<file path="config.mk">
export PLATFORM = sky130hd
export DESIGN_NAME = jt7759_feeder
export DESIGN_NICKNAME = d
export VERILOG_FILES = /design/src/rtl/jt7759_feeder.sv
export SDC_FILE = /design/constraint.sdc
export NUM_CORES = 1
export LEC_CHECK = 0
export CORE_AREA = 2 2 114 116
export DETAILED_ROUTE_END_ITERATION = 12
export DIE_AREA = 0 0 116 118
export GPL_ROUTABILITY_DRIVEN = 1
export PLACE_DENSITY = 0.75
export SYNTH_ARGS = -nofsm -noshare
export SYNTH_HDL_FRONTEND = slang
export SYNTH_SLANG_ARGS = --single-unit
</file>
<file path="constraint.sdc">
create_clock -name clk -period 4.1 [get_ports clk]
set_input_delay 1.23 -clock clk [delete_from_list [all_inputs] [get_ports clk]]
set_output_delay 1.23 -clock clk [all_outputs]
set_load 0.03 [all_outputs]
</file>
<file path="src/rtl/jt7759_feeder.sv">
// jt7759_feeder: host-side master for the JT7759 slave-mode bus.
// It starts playback of a sample number, then answers each drqn request with
// one byte read from a host memory port, written through cs/wrn/din.
//
// Memory handshake: mem_cs is a level request. mem_addr is held constant while
// mem_cs is high. The first clk edge that sees mem_ok with mem_cs high captures
// mem_data and drops mem_cs on that same edge. mem_ok without mem_cs is ignored.
//
// Chip-side outputs (stn, cs, wrn, din) only move on cen edges. The only
// exceptions are abort and reset, which take effect on the next clk or at once.

module jt7759_feeder #(
    parameter int AW       = 20,
    parameter int LW       = 16,
    parameter int WAIT_CEN = 20
) (
    input  logic          clk,
    input  logic          rst,
    input  logic          cen,
    input  logic          cmd_go,
    input  logic          cmd_stop,
    input  logic [7:0]    cmd_num,
    input  logic [AW-1:0] cmd_addr,
    input  logic [LW-1:0] cmd_len,
    output logic          busy,
    output logic          done,
    output logic [LW-1:0] sent,
    output logic          stn,
    output logic          cs,
    output logic          wrn,
    output logic [7:0]    din,
    input  logic          drqn,
    input  logic          busyn,
    output logic          mem_cs,
    output logic [AW-1:0] mem_addr,
    input  logic [7:0]    mem_data,
    input  logic          mem_ok
);

    // The delay counter saturates at WAIT_CEN, so it must be able to hold that value
    localparam int DW = $clog2(WAIT_CEN + 2);
    localparam logic [DW-1:0] DLY_MAX = DW'(WAIT_CEN);

    typedef enum logic [2:0] {
        ST_IDLE,
        ST_START,
        ST_WAITRQ,
        ST_FETCH,
        ST_WRITE,
        ST_RELEASE
    } state_t;

    // Registered state
    state_t          r_state;
    logic            r_stn;
    logic            r_cs;
    logic            r_wrn;
    logic [7:0]      r_din;
    logic            r_mem_cs;
    logic [AW-1:0]   r_mem_addr;
    logic            r_busy;
    logic            r_done;
    logic [LW-1:0]   r_sent;
    logic [7:0]      r_num;
    logic [AW-1:0]   r_addr;
    logic [LW-1:0]   r_len;
    logic [7:0]      r_byte;
    logic            r_have;
    logic [DW-1:0]   r_dly;
    logic [1:0]      r_sub;

    // Next-state values
    state_t          w_state;
    logic            w_stn;
    logic            w_cs;
    logic            w_wrn;
    logic [7:0]      w_din;
    logic            w_mem_cs;
    logic [AW-1:0]   w_mem_addr;
    logic            w_busy;
    logic            w_done;
    logic [LW-1:0]   w_sent;
    logic [7:0]      w_num;
    logic [AW-1:0]   w_addr;
    logic [LW-1:0]   w_len;
    logic [7:0]      w_byte;
    logic            w_have;
    logic [DW-1:0]   w_dly;
    logic [1:0]      w_sub;

    // Helpers
    logic            w_finish;
    logic [DW-1:0]   w_dly_inc;
    logic            w_got;
    logic            w_ready;
    logic [7:0]      w_wbyte;

    // State and datapath registers, asynchronously reset to the idle bus state
    always_ff @(posedge clk or posedge rst) begin
        if (rst) begin
            r_state    <= ST_IDLE;
            r_stn      <= 1'b1;
            r_cs       <= 1'b0;
            r_wrn      <= 1'b1;
            r_din      <= 8'h00;
            r_mem_cs   <= 1'b0;
            r_mem_addr <= '0;
            r_busy     <= 1'b0;
            r_done     <= 1'b0;
            r_sent     <= '0;
            r_num      <= 8'h00;
            r_addr     <= '0;
            r_len      <= '0;
            r_byte     <= 8'h00;
            r_have     <= 1'b0;
            r_dly      <= '0;
            r_sub      <= 2'd0;
        end else begin
            r_state    <= w_state;
            r_stn      <= w_stn;
            r_cs       <= w_cs;
            r_wrn      <= w_wrn;
            r_din      <= w_din;
            r_mem_cs   <= w_mem_cs;
            r_mem_addr <= w_mem_addr;
            r_busy     <= w_busy;
            r_done     <= w_done;
            r_sent     <= w_sent;
            r_num      <= w_num;
            r_addr     <= w_addr;
            r_len      <= w_len;
            r_byte     <= w_byte;
            r_have     <= w_have;
            r_dly      <= w_dly;
            r_sub      <= w_sub;
        end
    end

    // Next-state and output logic; abort has the last word over everything
    always_comb begin
        w_state    = r_state;
        w_stn      = r_stn;
        w_cs       = r_cs;
        w_wrn      = r_wrn;
        w_din      = r_din;
        w_mem_cs   = r_mem_cs;
        w_mem_addr = r_mem_addr;
        w_busy     = r_busy;
        w_done     = 1'b0;
        w_sent     = r_sent;
        w_num      = r_num;
        w_addr     = r_addr;
        w_len      = r_len;
        w_byte     = r_byte;
        w_have     = r_have;
        w_dly      = r_dly;
        w_sub      = r_sub;
        w_finish   = 1'b0;
        w_dly_inc  = (r_dly == DLY_MAX) ? r_dly : r_dly + DW'(1);
        w_got      = r_mem_cs & mem_ok;
        // A byte arriving on a cen edge can be used on that same edge
        w_ready    = r_have | w_got;
        w_wbyte    = r_have ? r_byte : mem_data;

        case (r_state)
            ST_IDLE: begin
                // cs and din follow on the first cen edge in START so the chip
                // bus never moves between cen edges
                if (cmd_go) begin
                    w_num   = cmd_num;
                    w_addr  = cmd_addr;
                    w_len   = cmd_len;
                    w_sent  = '0;
                    w_busy  = 1'b1;
                    w_sub   = 2'd0;
                    w_state = ST_START;
                end
            end

            ST_START: begin
                if (cen) begin
                    case (r_sub)
                        2'd0: begin
                            w_cs  = 1'b1;
                            w_din = r_num;
                            w_stn = 1'b0;
                            w_sub = 2'd1;
                        end
                        2'd1: begin
                            w_sub = 2'd2;
                        end
                        default: begin
                            w_stn = 1'b1;
                            w_sub = 2'd0;
                            if (r_len == '0) begin
                                w_finish = 1'b1;
                            end else begin
                                w_state = ST_WAITRQ;
                            end
                        end
                    endcase
                end
            end

            ST_WAITRQ: begin
                // busyn is only trusted once the chip has taken at least one byte
                if (cen) begin
                    if (busyn && (r_sent != '0)) begin
                        w_finish = 1'b1;
                    end else if (!drqn) begin
                        w_dly      = '0;
                        w_have     = 1'b0;
                        w_mem_cs   = 1'b1;
                        w_mem_addr = r_addr;
                        w_state    = ST_FETCH;
                    end
                end
            end

            ST_FETCH: begin
                // Memory capture runs at clk rate, the delay at cen rate
                if (w_got) begin
                    w_byte   = mem_data;
                    w_have   = 1'b1;
                    w_mem_cs = 1'b0;
                    w_addr   = r_addr + AW'(1);
                end
                if (cen) begin
                    w_dly = w_dly_inc;
                    if (w_ready && (w_dly_inc == DLY_MAX)) begin
                        w_din   = w_wbyte;
                        w_sub   = 2'd0;
                        w_state = ST_WRITE;
                    end
                end
            end

            ST_WRITE: begin
                // din was set one cen earlier; wrn low for two cen ticks
                if (cen) begin
                    case (r_sub)
                        2'd0: begin
                            w_wrn = 1'b0;
                            w_sub = 2'd1;
                        end
                        2'd1: begin
                            w_sub = 2'd2;
                        end
                        default: begin
                            w_wrn   = 1'b1;
                            w_sub   = 2'd0;
                            w_sent  = r_sent + LW'(1);
                            w_state = ST_RELEASE;
                        end
                    endcase
                end
            end

            ST_RELEASE: begin
                // Waiting for drqn high guarantees one write per request
                if (cen && drqn) begin
                    if (r_sent == r_len) begin
                        w_finish = 1'b1;
                    end else begin
                        w_state = ST_WAITRQ;
                    end
                end
            end

            default: begin
                w_state = ST_IDLE;
            end
        endcase

        if (w_finish) begin
            w_done   = 1'b1;
            w_busy   = 1'b0;
            w_cs     = 1'b0;
            w_stn    = 1'b1;
            w_wrn    = 1'b1;
            w_mem_cs = 1'b0;
            w_state  = ST_IDLE;
        end

        if (cmd_stop && (r_state != ST_IDLE)) begin
            w_done   = 1'b0;
            w_busy   = 1'b0;
            w_cs     = 1'b0;
            w_stn    = 1'b1;
            w_wrn    = 1'b1;
            w_mem_cs = 1'b0;
            w_sent   = r_sent;
            w_state  = ST_IDLE;
        end
    end

    assign busy     = r_busy;
    assign done     = r_done;
    assign sent     = r_sent;
    assign stn      = r_stn;
    assign cs       = r_cs;
    assign wrn      = r_wrn;
    assign din      = r_din;
    assign mem_cs   = r_mem_cs;
    assign mem_addr = r_mem_addr;

endmodule
</file>
---- Word level (Yosys, flattened, before mapping) ----
Cells that the tools add are included.
storage, ports and cells
  bits in registers ....................... 113
  bits of input ports ..................... 60
  output and inout bits ................... 50
  word-level logic and storage cells ...... 179
operators by class
  add/subtract/negate cells ............... 3
  equality and inequality tests ........... 36
  multiplexer cells ....................... 80
  bitwise logic cells ..................... 5
  reduce and logical (&&, ||, !) cells .... 38
operators with widths
  operator                 number
  $ne A4 B4 Y1 const B     14
  $mux W16                 3
  $mux W3                  15
  $mux W20                 2
  $mux W8                  5
  $pmux W20 S2             1
  $mux W1                  35
  $pmux W16 S2             1
  $reduce_and A5 Y1        6
  $mux W5                  5
  $reduce_bool A3 Y1       8
  $ne A2 B2 Y1 const B     11
  $add A20 B1 Y20 const B  1
  $pmux W3 S6              1
  $add A16 B1 Y16 const B  1
  $eq A16 B16 Y1           1
  $logic_not A16 Y1        1
  $pmux W8 S2              1
  $reduce_bool A16 Y1      1
  $reduce_and A13 Y1       1
  $reduce_and A3 Y1        4
  $eq A5 B5 Y1 const B     2
  $pmux W5 S2              1
  $mux W2                  4
  22 further kinds         37

---- Longest topological paths before layout ----
Gate-level depths: netlist of run 1.
  word-level depth ........................ 9
  depth in mapped cells ................... 9
  gate-level depth less buffers ........... 8

---- Worst setup path after synthesis of run 1 ----
No wires, ideal clock.
  path kind ............................... in2reg
  start ................................... in cen
  end ..................................... reg r_state[0]
  setup time .............................. 82 ps
  data arrival time ....................... 2516 ps
  data required time ...................... 4018 ps
  slack ................................... 1502 ps
  cell stages on the path ................. 6
  path buffers ............................ 1
  cell sequence ........................... clkbuf_1 > o21ai_0 > a21oi_1 > o22ai_1 > or4_1 > o22ai_1
between the ends
  cells in the longest elaborated chain, start to end .. 5
  elaborated cells between the ends (all ways) .. 21
  those cells by class .................... eq/ne (13); mux (6); reduce/logical (2)
RTL lines
  item                                                     line  text
  start: declaration                                       19    input logic cen,
  $logic_and A1 B1 Y1                                      261   if (cen && drqn) begin
  $mux W1                                                  261
  $pmux W1 S3                                              165   case (r_state)
  $ne A4 B4 Y1 (no line) or $mux W3 (tied branches)        --
  $reduce_and A13 Y1 (no line) or $mux W3 (tied branches)  --
  end signal: assignment                                   119   r_state <= w_state;
  end: declaration                                         54    state_t r_state;
Several ways; a longest one is shown, not always the timed one.
A chain may end at the register's enable or synchronous reset.

---- Worst setup path after layout of run 1 ----
  start ................................... in cmd_stop
  end ..................................... reg r_sent[13], in the netlist sent[13]
between the ends
  cells in the longest elaborated chain, start to end .. 3
RTL lines
  item                         line  text
  start: declaration           21    input logic cmd_stop,
  $logic_and A1 B1 Y1          285   if (cmd_stop && (r_state != ST_IDLE)) begin
  $not A1 Y1 (no line)         --
  $reduce_and A5 Y1 (no line)  --
  end signal: assignment       128   r_sent <= w_sent;
  end: declaration             63    logic [LW-1:0] r_sent;
No other way between the ends.

==> metrics.log, run 1 <==
INFO  metric layout.cells.most_common = sky130_fd_sc_hd__dfrtp_1
INFO  metric dpl_cell_area = 7070 sq um
INFO  metric period_needed = 3.14 ns
INFO  metric rr_worst_depth = 5
INFO  metric p_leak = 3.23 nW
INFO  metric ys_top_cells_by_area = sky130_fd_sc_hd__dfrtp_1 48%, sky130_fd_sc_hd__mux2_2 11%, sky130_fd_sc_hd__xor2_1 4.1%
INFO  metric design.portCount = between 100 and 150
INFO  metric drc_errors = 0
INFO  metric setup_viol = 0
INFO  metric timing.setup.critical_path_class = in2reg
INFO  metric drtAntennaViolNets = 0
INFO  metric tritoncts = done
INFO  metric synthDistinctLibCells = 61
INFO  metric mappedNetlistArea = 5780 sq um
INFO  metric n_fill_cell = 1060
INFO  metric clock_insertion_delay_worst_skew = 0.41 ns
INFO  metric grt_setup_unrepaired = false
INFO  metric synth_async_sr_flop_share = 1.00
INFO  metric synth_sequential_area_ratio = 0.489
INFO  metric finalMaxSlewViolations = 0
INFO  metric cts-buffers-inserted = 17
INFO  metric relSlewSlack = 0.380
INFO  metric die_area = 13700 sq um
INFO  metric yosys.area_share.xor_xnor = 0.0485
INFO  metric worstSetupEndpointType = flop
INFO  metric hold_path.startpoint = mem_addr[7]
INFO  metric place_congestion = 0.877
INFO  metric critPathMaxFanout = 12
INFO  metric gr-usage-all-layers = 0.230
INFO  metric worstPathArrival = 3.42 ns
INFO  metric total_switching_power = 1.97 mW
INFO  metric synth_top_area_share = 0.480
INFO  metric fin_setup_tns = 0 ns
INFO  metric ir_drop = 0.482 mV
INFO  metric multiInputGateArea = 2810 sq um
INFO  metric cts.sink_count = between 100 and 150
INFO  metric synth_area_per_cell = 10.3 sq um
INFO  metric start_util = 0.466
INFO  metric power.share.clock = 0.274
INFO  metric syn-instance-count = 563
INFO  metric grt_start_max_net_pins = 58
INFO  metric combinational_family_with_the_most_area_after_synthesis = simple AND/OR/NAND/NOR gates
INFO  metric final_min_period_over_clock_period = 0.765
INFO  metric num_vias = slightly below 5000
INFO  metric synth_edf_count = 0
INFO  metric fp-row-count = approximately 40
INFO  metric route.detailed.wl_per_inst = 17.4 um
INFO  metric crit-reg2reg-capture = r_addr[18]
INFO  metric worst_reg2reg_setup_slack = 1.50 ns
INFO  metric crit_path_start_kind = input pin
INFO  metric postSynth.topFlopCell = sky130_fd_sc_hd__dfrtp_1
INFO  metric finalClockSkew = 0.00685 ns
INFO  metric cts_max_level = 4
INFO  metric switching_share = 0.370
INFO  metric drv_cap = 0
INFO  metric hold-path-cell-count = 2
INFO  metric buffers_on_ports = 109
INFO  metric outcome = finished, final reports clean
INFO  metric detail_route.wirelength = ~15 mm
INFO  metric wire_length_of_the_first_global_routing_pass = 24.7 mm
INFO  metric clkSlewWorstSetupHoldPaths = 0.05 ns
INFO  metric timing.rr.start = r_state[1]
INFO  metric combinationalPowerShare = 0.362
INFO  metric finalHoldViolations = 0
INFO  metric max_clock_freq = between 300 and 400 MHz
INFO  metric core_area = 12400 sq um
INFO  metric post_route_cells_drive_above_1_share = 0.170
INFO  metric synth_top_cell_by_area = sky130_fd_sc_hd__dfrtp_1
INFO  metric syn_nets = 628
INFO  metric via_count_of_the_first_global_routing_pass = ~5000
INFO  metric min_to = mem_addr[7]
INFO  metric post_cts_buffers = 0
INFO  metric grt-ovfl-total = 0
INFO  metric cell_internal_pwr = ~3.4 mW
INFO  metric detailedRoute.firstIterationViolations = 415
INFO  metric synth-warning-count = 0
INFO  metric worst_slew_pin_slew = 0.930 ns
INFO  metric hold_path_class = reg2reg
INFO  metric post_synth_and_or_nand_nor_area_fraction = 0.166
INFO  metric layout_common_cells = 111 x sky130_fd_sc_hd__dfrtp_1, 109 x sky130_fd_sc_hd__clkdlybuf4s50_1, 58 x sky130_fd_sc_hd__mux2_2
INFO  metric layout.area.seq = 2830 sq um
INFO  metric layout.cell_area.non_filler = 7660 sq um
INFO  metric antennaDiodeCount = 0
INFO  metric vias_per_cell = 5.65
INFO  metric muxShareOfSynthArea = 0.130
INFO  metric clock_tree.buffer_depth = 2
INFO  metric area_growth = 32.5%
INFO  metric power = about 5.3 mW
INFO  metric synth-adder-area-share = 0.0125
INFO  metric ctsResizeCount = 0
INFO  metric final_nets = 739
INFO  metric antenna_violations_before_repair = 0
INFO  metric hpwl = 10.1 mm
INFO  metric postSynthRegisterBits = approximately 110
INFO  metric dieWidth = 116 um
INFO  metric drt_pre_antenna_iters = 6
INFO  metric cts_hold_buf = 0
INFO  metric synth_compound_area_frac = 0.126
INFO  metric chipHeight = 118 um
INFO  metric worst_ep_required_time = 4.38 ns
INFO  metric ctsRootBufferMaster = sky130_fd_sc_hd__clkbuf_16
INFO  metric power.share.sequential = 0.364
INFO  metric power-per-cell-area = 695 nW/um^2
[how the worst max path moves through the flow]
stage             start        to  cells after the start
2_1_floorplan       rst      busy                      1
3_3_place_gp   cmd_stop  sent[15]                      7
3_5_place_dp   cmd_stop  sent[15]                      7
4_1_cts        cmd_stop  sent[13]                      7
5_1_grt        cmd_stop  sent[15]                      7
6_report       cmd_stop  sent[13]                      7
[worst max-delay path, cell delays in order]
cell	delay, ns
sky130_fd_sc_hd__clkdlybuf4s50_1	0.63
sky130_fd_sc_hd__and4b_1	0.45
sky130_fd_sc_hd__o211ai_1	0.20
sky130_fd_sc_hd__nor3b_1	0.50
sky130_fd_sc_hd__nand3_1	0.19
sky130_fd_sc_hd__xor2_1	0.16
sky130_fd_sc_hd__nor2_1	0.05
[cells by family after synthesis]
family	Yosys count
and+or+nand+nor	188
AOI/OAI and AO/OA	117
DFF	113
muxes	68
buffers and inverters	39
xor gates and xnor gates	32
adders and majority gates	6
[synth_stat cells (3+ instances only)]
library cell	number
sky130_fd_sc_hd__or4_1	3
sky130_fd_sc_hd__nand4_1	6
sky130_fd_sc_hd__o21ai_0	33
sky130_fd_sc_hd__o211ai_1	3
sky130_fd_sc_hd__or3_1	3
sky130_fd_sc_hd__nor2_1	45
sky130_fd_sc_hd__mux2i_1	10
sky130_fd_sc_hd__xor2_1	27
sky130_fd_sc_hd__nand2_1	49
sky130_fd_sc_hd__a31oi_1	5
sky130_fd_sc_hd__nor4_1	9
sky130_fd_sc_hd__o31ai_1	3
sky130_fd_sc_hd__nor3_1	10
sky130_fd_sc_hd__o21a_1	4
sky130_fd_sc_hd__ha_1	5
sky130_fd_sc_hd__and3_1	9
sky130_fd_sc_hd__inv_1	13
sky130_fd_sc_hd__xnor2_1	5
sky130_fd_sc_hd__dfrtp_1	111
sky130_fd_sc_hd__nand3_1	24
sky130_fd_sc_hd__nand3b_1	3
sky130_fd_sc_hd__nand2b_1	6
sky130_fd_sc_hd__nor2b_1	4
sky130_fd_sc_hd__clkbuf_1	14
sky130_fd_sc_hd__mux2_2	58
sky130_fd_sc_hd__a21oi_1	36
sky130_fd_sc_hd__o22ai_1	11
sky130_fd_sc_hd__buf_2	12
[state kept, by name, indices dropped and copies added, names as in the netlist]
register and cells:
busy 1, cs 1, din 8, done 1
mem_addr 20, mem_cs 1, r_addr 20, r_byte 8
r_dly 5, r_have 1, r_len 16, r_num 8
r_state 3, r_sub 2, sent 16, stn 1
wrn 1
[power groups by stage]
| stage | clock network [mW] | logic, mW | registers [mW] |
|---|---|---|---|
| after floorplan | 0 | 1.08 | 2.08 |
| after global routing | 1.54 | 2.11 | 1.99 |
| after CTS | 1.49 | 1.93 | 1.93 |
| final | 1.46 | 1.93 | 1.93 |
| after global placement | 0 | 1.86 | 1.92 |
| after detailed placement | 0 | 1.91 | 1.93 |
[metrics by stage]
stage          setup slack [ns]  cells  hold WS, ns  utilization
3_3_place_gp              0.740    827        0.470        0.570
4_1_cts                    1.03    859        0.487        0.617
5_1_grt                   0.796    859        0.503        0.617
6_report                  0.962    859        0.479        0.617
3_5_place_dp              0.691    827        0.480        0.570
2_1_floorplan              1.50    563        0.480            -
[layer usage]
| metal | track usage | vias to the layer above | share of wire |
|---|---|---|---|
| li1 | - | 2257 | - |
| met5 | 0 | - | 0 |
| met3 | 0.0726 | 22 | 0.061 |
| met4 | 0.0856 | 0 | 0.018 |
| met1 | 0.288 | 2394 | 0.42 |
| met2 | 0.370 | 180 | 0.50 |
[cell type report]
cell class / instances / area share
Tap cell: 172 / 0.0281
Inverter: 13 / 0.00686
Clock inverter: 12 / 0.0171
Timing Repair Buffer: 118 / 0.153
Multi-Input combinational cell: 411 / 0.366
Sequential cell: 113 / 0.369
Clock buffer: 20 / 0.0596
Note: power is estimated with default switching activity, not from simulation.
==> run 2: changes to the inputs <==
- clock period: 4.1 -> 2.6 ns (I/O delays scaled with it)
==> metrics.log, run 2 (same netlist as run 1, synthesis figures left out) <==
INFO  metric vias_per_cell = 5.58
INFO  metric worst_slew_pin_slew = roughly 0.55 ns
INFO  metric outcome = finished, final reports clean
INFO  metric dominant_delay_contributor_by_cell_family_on_the_critical_path = buffers and inverters
INFO  metric clkSlewWorstSetupHoldPaths = about 0.060 ns
INFO  metric rr_worst_depth = 9
INFO  metric worst_ep_required_time = 1.82 ns
INFO  metric num_vias = 4890
INFO  metric buffers_on_ports = 109
INFO  metric clock_insertion_delay_worst_skew = 0.41 ns
INFO  metric min_to = mem_addr[11]
INFO  metric final_min_period_over_clock_period = 0.941
INFO  metric start_util = 0.466
INFO  metric drc_errors = 0
INFO  metric post_route_cells_drive_above_1_share = 0.189
INFO  metric tritoncts = done
INFO  metric cts_hold_buf = 0
INFO  metric worst-path-buf-inv = 1
INFO  metric cts-buffers-inserted = 17
INFO  metric p_leak = ~3.3 nW
INFO  metric post_cts_buffers = 0
INFO  metric hold-path-cell-count = 2
INFO  metric clock_tree.buffer_depth = 2
INFO  metric wire_length_of_the_first_global_routing_pass = 25.0 mm
INFO  metric antenna_violations_before_repair = 0
INFO  metric ir_drop = 0.589 mV
INFO  metric setup_viol = 0
INFO  metric cts.sink_count = approximately 110
INFO  metric crit_path_start_kind = flop
INFO  metric finalMaxSlewViolations = 0
INFO  metric grt_start_max_net_pins = between 50 and 60
INFO  metric cts_max_level = 4
INFO  metric worstPathArrival = ~1.7 ns
INFO  metric timing.rr.start = sent[0]
INFO  metric layout.cell_area.non_filler = just under 8000 sq um
INFO  metric period_needed = roughly 2.4 ns
INFO  metric antennaDiodeCount = 0
INFO  metric timing.setup.critical_path_class = reg2out
INFO  metric grt-ovfl-total = 0
INFO  metric die_area = 13700 sq um
INFO  metric drv_cap = 0
INFO  metric core_area = 12400 sq um
INFO  metric place_congestion = roughly 0.86
INFO  metric critPathMaxFanout = 7
INFO  metric grt_setup_unrepaired = false
INFO  metric power = 8.45 mW
INFO  metric fin_setup_tns = 0 ns
INFO  metric post-place-ws = -0.0176 ns
INFO  metric finalClockSkew = around 0.0071 ns
INFO  metric ctsResizeCount = 0
INFO  metric via_count_of_the_first_global_routing_pass = 5123
INFO  metric critical_path.max_stage_delay = 0.73 ns
INFO  metric layout.cells.most_common = sky130_fd_sc_hd__dfrtp_1
INFO  metric drtAntennaViolNets = 0
INFO  metric relSlewSlack = 0.633
INFO  metric detail_route.wirelength = approximately 15 mm
INFO  metric power-per-cell-area = 1080 nW/um^2
INFO  metric core_occupancy_in_the_finished_layout = 0.631
INFO  metric worstPathCellList = clkdlybuf4s50_1
INFO  metric chipHeight = approximately 120 um
INFO  metric max_clock_freq = approximately 410 MHz
INFO  metric ctsRootBufferMaster = sky130_fd_sc_hd__clkbuf_16
INFO  metric cp_slowest_cell = sky130_fd_sc_hd__clkdlybuf4s50_1
INFO  metric design.portCount = 110
INFO  metric worst_reg2reg_setup_slack = 0.25 ns
INFO  metric dieWidth = between 100 and 150 um
INFO  metric layout_common_cells = 111 x sky130_fd_sc_hd__dfrtp_1, 109 x sky130_fd_sc_hd__clkdlybuf4s50_1, 58 x sky130_fd_sc_hd__mux2_2
INFO  metric drt_pre_antenna_iters = 5
INFO  metric final_nets = around 760
INFO  metric hold_path.startpoint = mem_addr[11]
INFO  metric area_growth = 35.5%
INFO  metric gr-usage-all-layers = 0.231
INFO  metric route.detailed.wl_per_inst = ~17 um
INFO  metric dpl_cell_area = 7260 sq um
INFO  metric postLayoutSetupSlackWorst = 0.155 ns
INFO  metric hpwl = 10.3 mm
INFO  metric worstSetupEndpointType = output pin
INFO  metric fp-row-count = 41
INFO  metric finalHoldViolations = 0
INFO  metric hold_path_class = reg2reg
INFO  metric crit-reg2reg-capture = r_state[0]
INFO  metric detailedRoute.firstIterationViolations = 448
[run 2: stage by stage]
step	cells	hold WS [ns]
after floorplan	563	0.480
after detailed placement	844	0.487
final	876	0.496
after CTS	876	0.499
after global routing	876	0.511
after global placement	844	0.473
[run 2: layout make-up]
type                            count  area, sq um
Fill cell                        1053         4580
Sequential cell                   113         2830
Multi-Input combinational cell    411         2810
Timing Repair Buffer              135         1360
Clock buffer                       23          488
Tap cell                          172          215
Clock inverter                      9         81.3
Inverter                           13         52.6
[run 2: worst max path at each step]
stage / to / cells past startpoint / slack (ns) / from
2_1_floorplan: mem_addr[0] / 8 / 0.43 / sent[0]
3_3_place_gp: din[0] / 8 / 0.02 / mem_ok
3_5_place_dp: r_state[0] / 7 / -0.02 / cen
4_1_cts: sent[9] / 1 / 0.14 / sent[9]
5_1_grt: r_state[0] / 9 / 0.04 / sent[0]
6_report: sent[8] / 1 / 0.15 / sent[8]
[run 2: power breakdown]
part	switching (mW)	leakage [nW]	internal [mW]	total, mW
Sequential	0.644	1.42	2.41	3.05
Clock	0.805	0.275	1.41	2.21
Combinational	1.65	1.64	1.54	3.18
[run 2: metal layers]
metal | global-route usage | up-vias | share of wire
met5 | 0 | - | 0
met4 | 0.0841 | 0 | 0.019
met3 | 0.0489 | 27 | 0.044
met2 | 0.379 | 151 | 0.50
met1 | 0.299 | 2426 | 0.44
li1 | - | 2286 | -
==> run 3: changes to the inputs <==
- CORE_AREA: 2 2 114 116 -> 2 2 104 106
- DIE_AREA: 0 0 116 118 -> 0 0 106 108
- PLACE_DENSITY: 0.75 -> 0.85
- clock period: 2.6 -> 3.1 ns (I/O delays scaled with it)
==> metrics.log, run 3 (same netlist as run 1, synthesis figures left out) <==
INFO  metric outcome = finished, final reports clean
INFO  metric dominant_delay_contributor_by_cell_family_on_the_critical_path = buffers and inverters
INFO  metric cts.sink_count = 113
INFO  metric drv_cap = 0
INFO  metric worstPathArrival = 1.77 ns
INFO  metric antennaDiodeCount = 0
INFO  metric ctsResizeCount = 0
INFO  metric detailedRoute.firstIterationViolations = 340
INFO  metric combinationalPowerShare = 0.360
INFO  metric fin_setup_tns = 0 ns
INFO  metric grt-ovfl-total = 0
INFO  metric power-per-cell-area = 944 nW/um^2
INFO  metric design.portCount = 110
INFO  metric final_nets = roughly 740
INFO  metric critical_path.max_stage_delay = 0.73 ns
INFO  metric setup_viol = 0
INFO  metric dieWidth = 106 um
INFO  metric power.share.clock = 0.285
INFO  metric area_growth = 33.0%
INFO  metric drtAntennaViolNets = 0
INFO  metric cell_internal_pwr = about 4.6 mW
INFO  metric finalClockSkew = roughly 0.016 ns
INFO  metric fp-row-count = 37
INFO  metric ctsRootBufferMaster = sky130_fd_sc_hd__clkbuf_8
INFO  metric tritoncts = done
INFO  metric place_congestion = ~0.94
INFO  metric crit_path_start_kind = flop
INFO  metric clock_tree.buffer_depth = 2
INFO  metric grt_setup_unrepaired = false
INFO  metric detail_route.wirelength = around 15 mm
INFO  metric layout.cells.most_common = sky130_fd_sc_hd__dfrtp_1
INFO  metric period_needed = around 2.7 ns
INFO  metric worstPathCellList = clkdlybuf4s50_1
INFO  metric cts-buffers-inserted = 17
INFO  metric drc_errors = 0
INFO  metric buffers_on_ports = 109
INFO  metric route.detailed.wl_per_inst = 18.4 um
INFO  metric worst_slew_pin_slew = approximately 0.7 ns
INFO  metric min_to = mem_addr[7]
INFO  metric clkSlewWorstSetupHoldPaths = 0.05 ns
INFO  metric core_area = slightly above 10000 sq um
INFO  metric core_occupancy_in_the_finished_layout = 0.752
INFO  metric hold_path.startpoint = mem_addr[7]
INFO  metric dpl_cell_area = 7070 sq um
INFO  metric via_count_of_the_first_global_routing_pass = 5082
INFO  metric max_clock_freq = about 370 MHz
INFO  metric rr_worst_depth = 8
INFO  metric hold_path_class = reg2reg
INFO  metric worst-path-buf-inv = 1
INFO  metric num_vias = 5003
INFO  metric worst_ep_required_time = 2.17 ns
INFO  metric vias_per_cell = 6.07
INFO  metric final_min_period_over_clock_period = 0.870
INFO  metric ir_drop = between 0.5 and 0.6 mV
INFO  metric worst_reg2reg_setup_slack = 0.63 ns
INFO  metric layout.cell_area.non_filler = ~7700 sq um
INFO  metric start_util = 0.565
INFO  metric antenna_violations_before_repair = 0
INFO  metric multiInputGateArea = 2810 sq um
INFO  metric relSlewSlack = 0.531
INFO  metric drt_pre_antenna_iters = 5
INFO  metric worstSetupEndpointType = output pin
INFO  metric hold-path-cell-count = 2
INFO  metric n_fill_cell = 662
INFO  metric clock_insertion_delay_worst_skew = 0.52 ns
INFO  metric post_route_cells_drive_above_1_share = 0.170
INFO  metric timing.rr.start = sent[0]
INFO  metric die_area = 11400 sq um
INFO  metric layout.area.seq = 2830 sq um
INFO  metric critPathMaxFanout = 7
INFO  metric hpwl = 9.88 mm
INFO  metric total_switching_power = 2.64 mW
INFO  metric grt_start_max_net_pins = 114
INFO  metric timing.setup.critical_path_class = reg2out
INFO  metric cts_hold_buf = 0
INFO  metric chipHeight = around 110 um
INFO  metric power.share.sequential = 0.355
INFO  metric layout_common_cells = 111 x sky130_fd_sc_hd__dfrtp_1, 109 x sky130_fd_sc_hd__clkdlybuf4s50_1, 58 x sky130_fd_sc_hd__mux2_2
INFO  metric crit-reg2reg-capture = r_state[2]
INFO  metric finalMaxSlewViolations = 0
INFO  metric switching_share = 0.363
INFO  metric finalHoldViolations = 0
INFO  metric wire_length_of_the_first_global_routing_pass = 24.5 mm
INFO  metric cp_slowest_cell = sky130_fd_sc_hd__clkdlybuf4s50_1
INFO  metric p_leak = approximately 3.3 nW
INFO  metric cts_max_level = 4
INFO  metric post_cts_buffers = 0
INFO  metric gr-usage-all-layers = 0.276
run 3: power groups by stage:
stage	clock network, mW	registers, mW	logic [mW]
finish	2.07	2.58	2.61
detailed placement	0	2.57	2.55
global route	2.15	2.64	2.82
global placement	0	2.54	2.46
CTS	2.07	2.56	2.61
floorplan	0	2.76	1.43
run 3: layout make-up:
type / count / area share
clock buffer: 20 / 0.0566
clock inverter: 11 / 0.0242
inverter: 13 / 0.00683
multi-input combinational: 411 / 0.365
sequential: 113 / 0.368
tap: 136 / 0.0221
timing repair buffer: 120 / 0.157
run 3: how the worst max path moves through the flow:
| stage | start | endpoint | slack [ns] | depth (start not counted) |
|---|---|---|---|---|
| 2_1_floorplan | rst | busy | 0.80 | 1 |
| 3_3_place_gp | mem_ok | din[3] | 0.27 | 7 |
| 3_5_place_dp | mem_ok | din[4] | 0.19 | 7 |
| 4_1_cts | sent[2] | sent[2] | 0.41 | 1 |
| 5_1_grt | sent[2] | sent[2] | 0.37 | 1 |
| 6_report | sent[2] | sent[2] | 0.40 | 1 |
run 3: through the flow:
step	total power, mW	hold slack [ns]	worst slack, ns	std cells
2_1_floorplan	4.18	0.480	0.800	563
3_3_place_gp	5.00	0.471	0.271	793
3_5_place_dp	5.13	0.470	0.190	793
4_1_cts	7.25	0.482	0.410	824
5_1_grt	7.61	0.509	0.373	824
6_report	7.26	0.480	0.402	824
run 3: per-layer routing:
metal,global-route usage,share of wire,vias to the layer above
met3,0.0657,0.069,47
li1,-,-,2252
met2,0.469,0.52,258
met1,0.336,0.38,2446
met5,0,0,-
met4,0.123,0.032,0
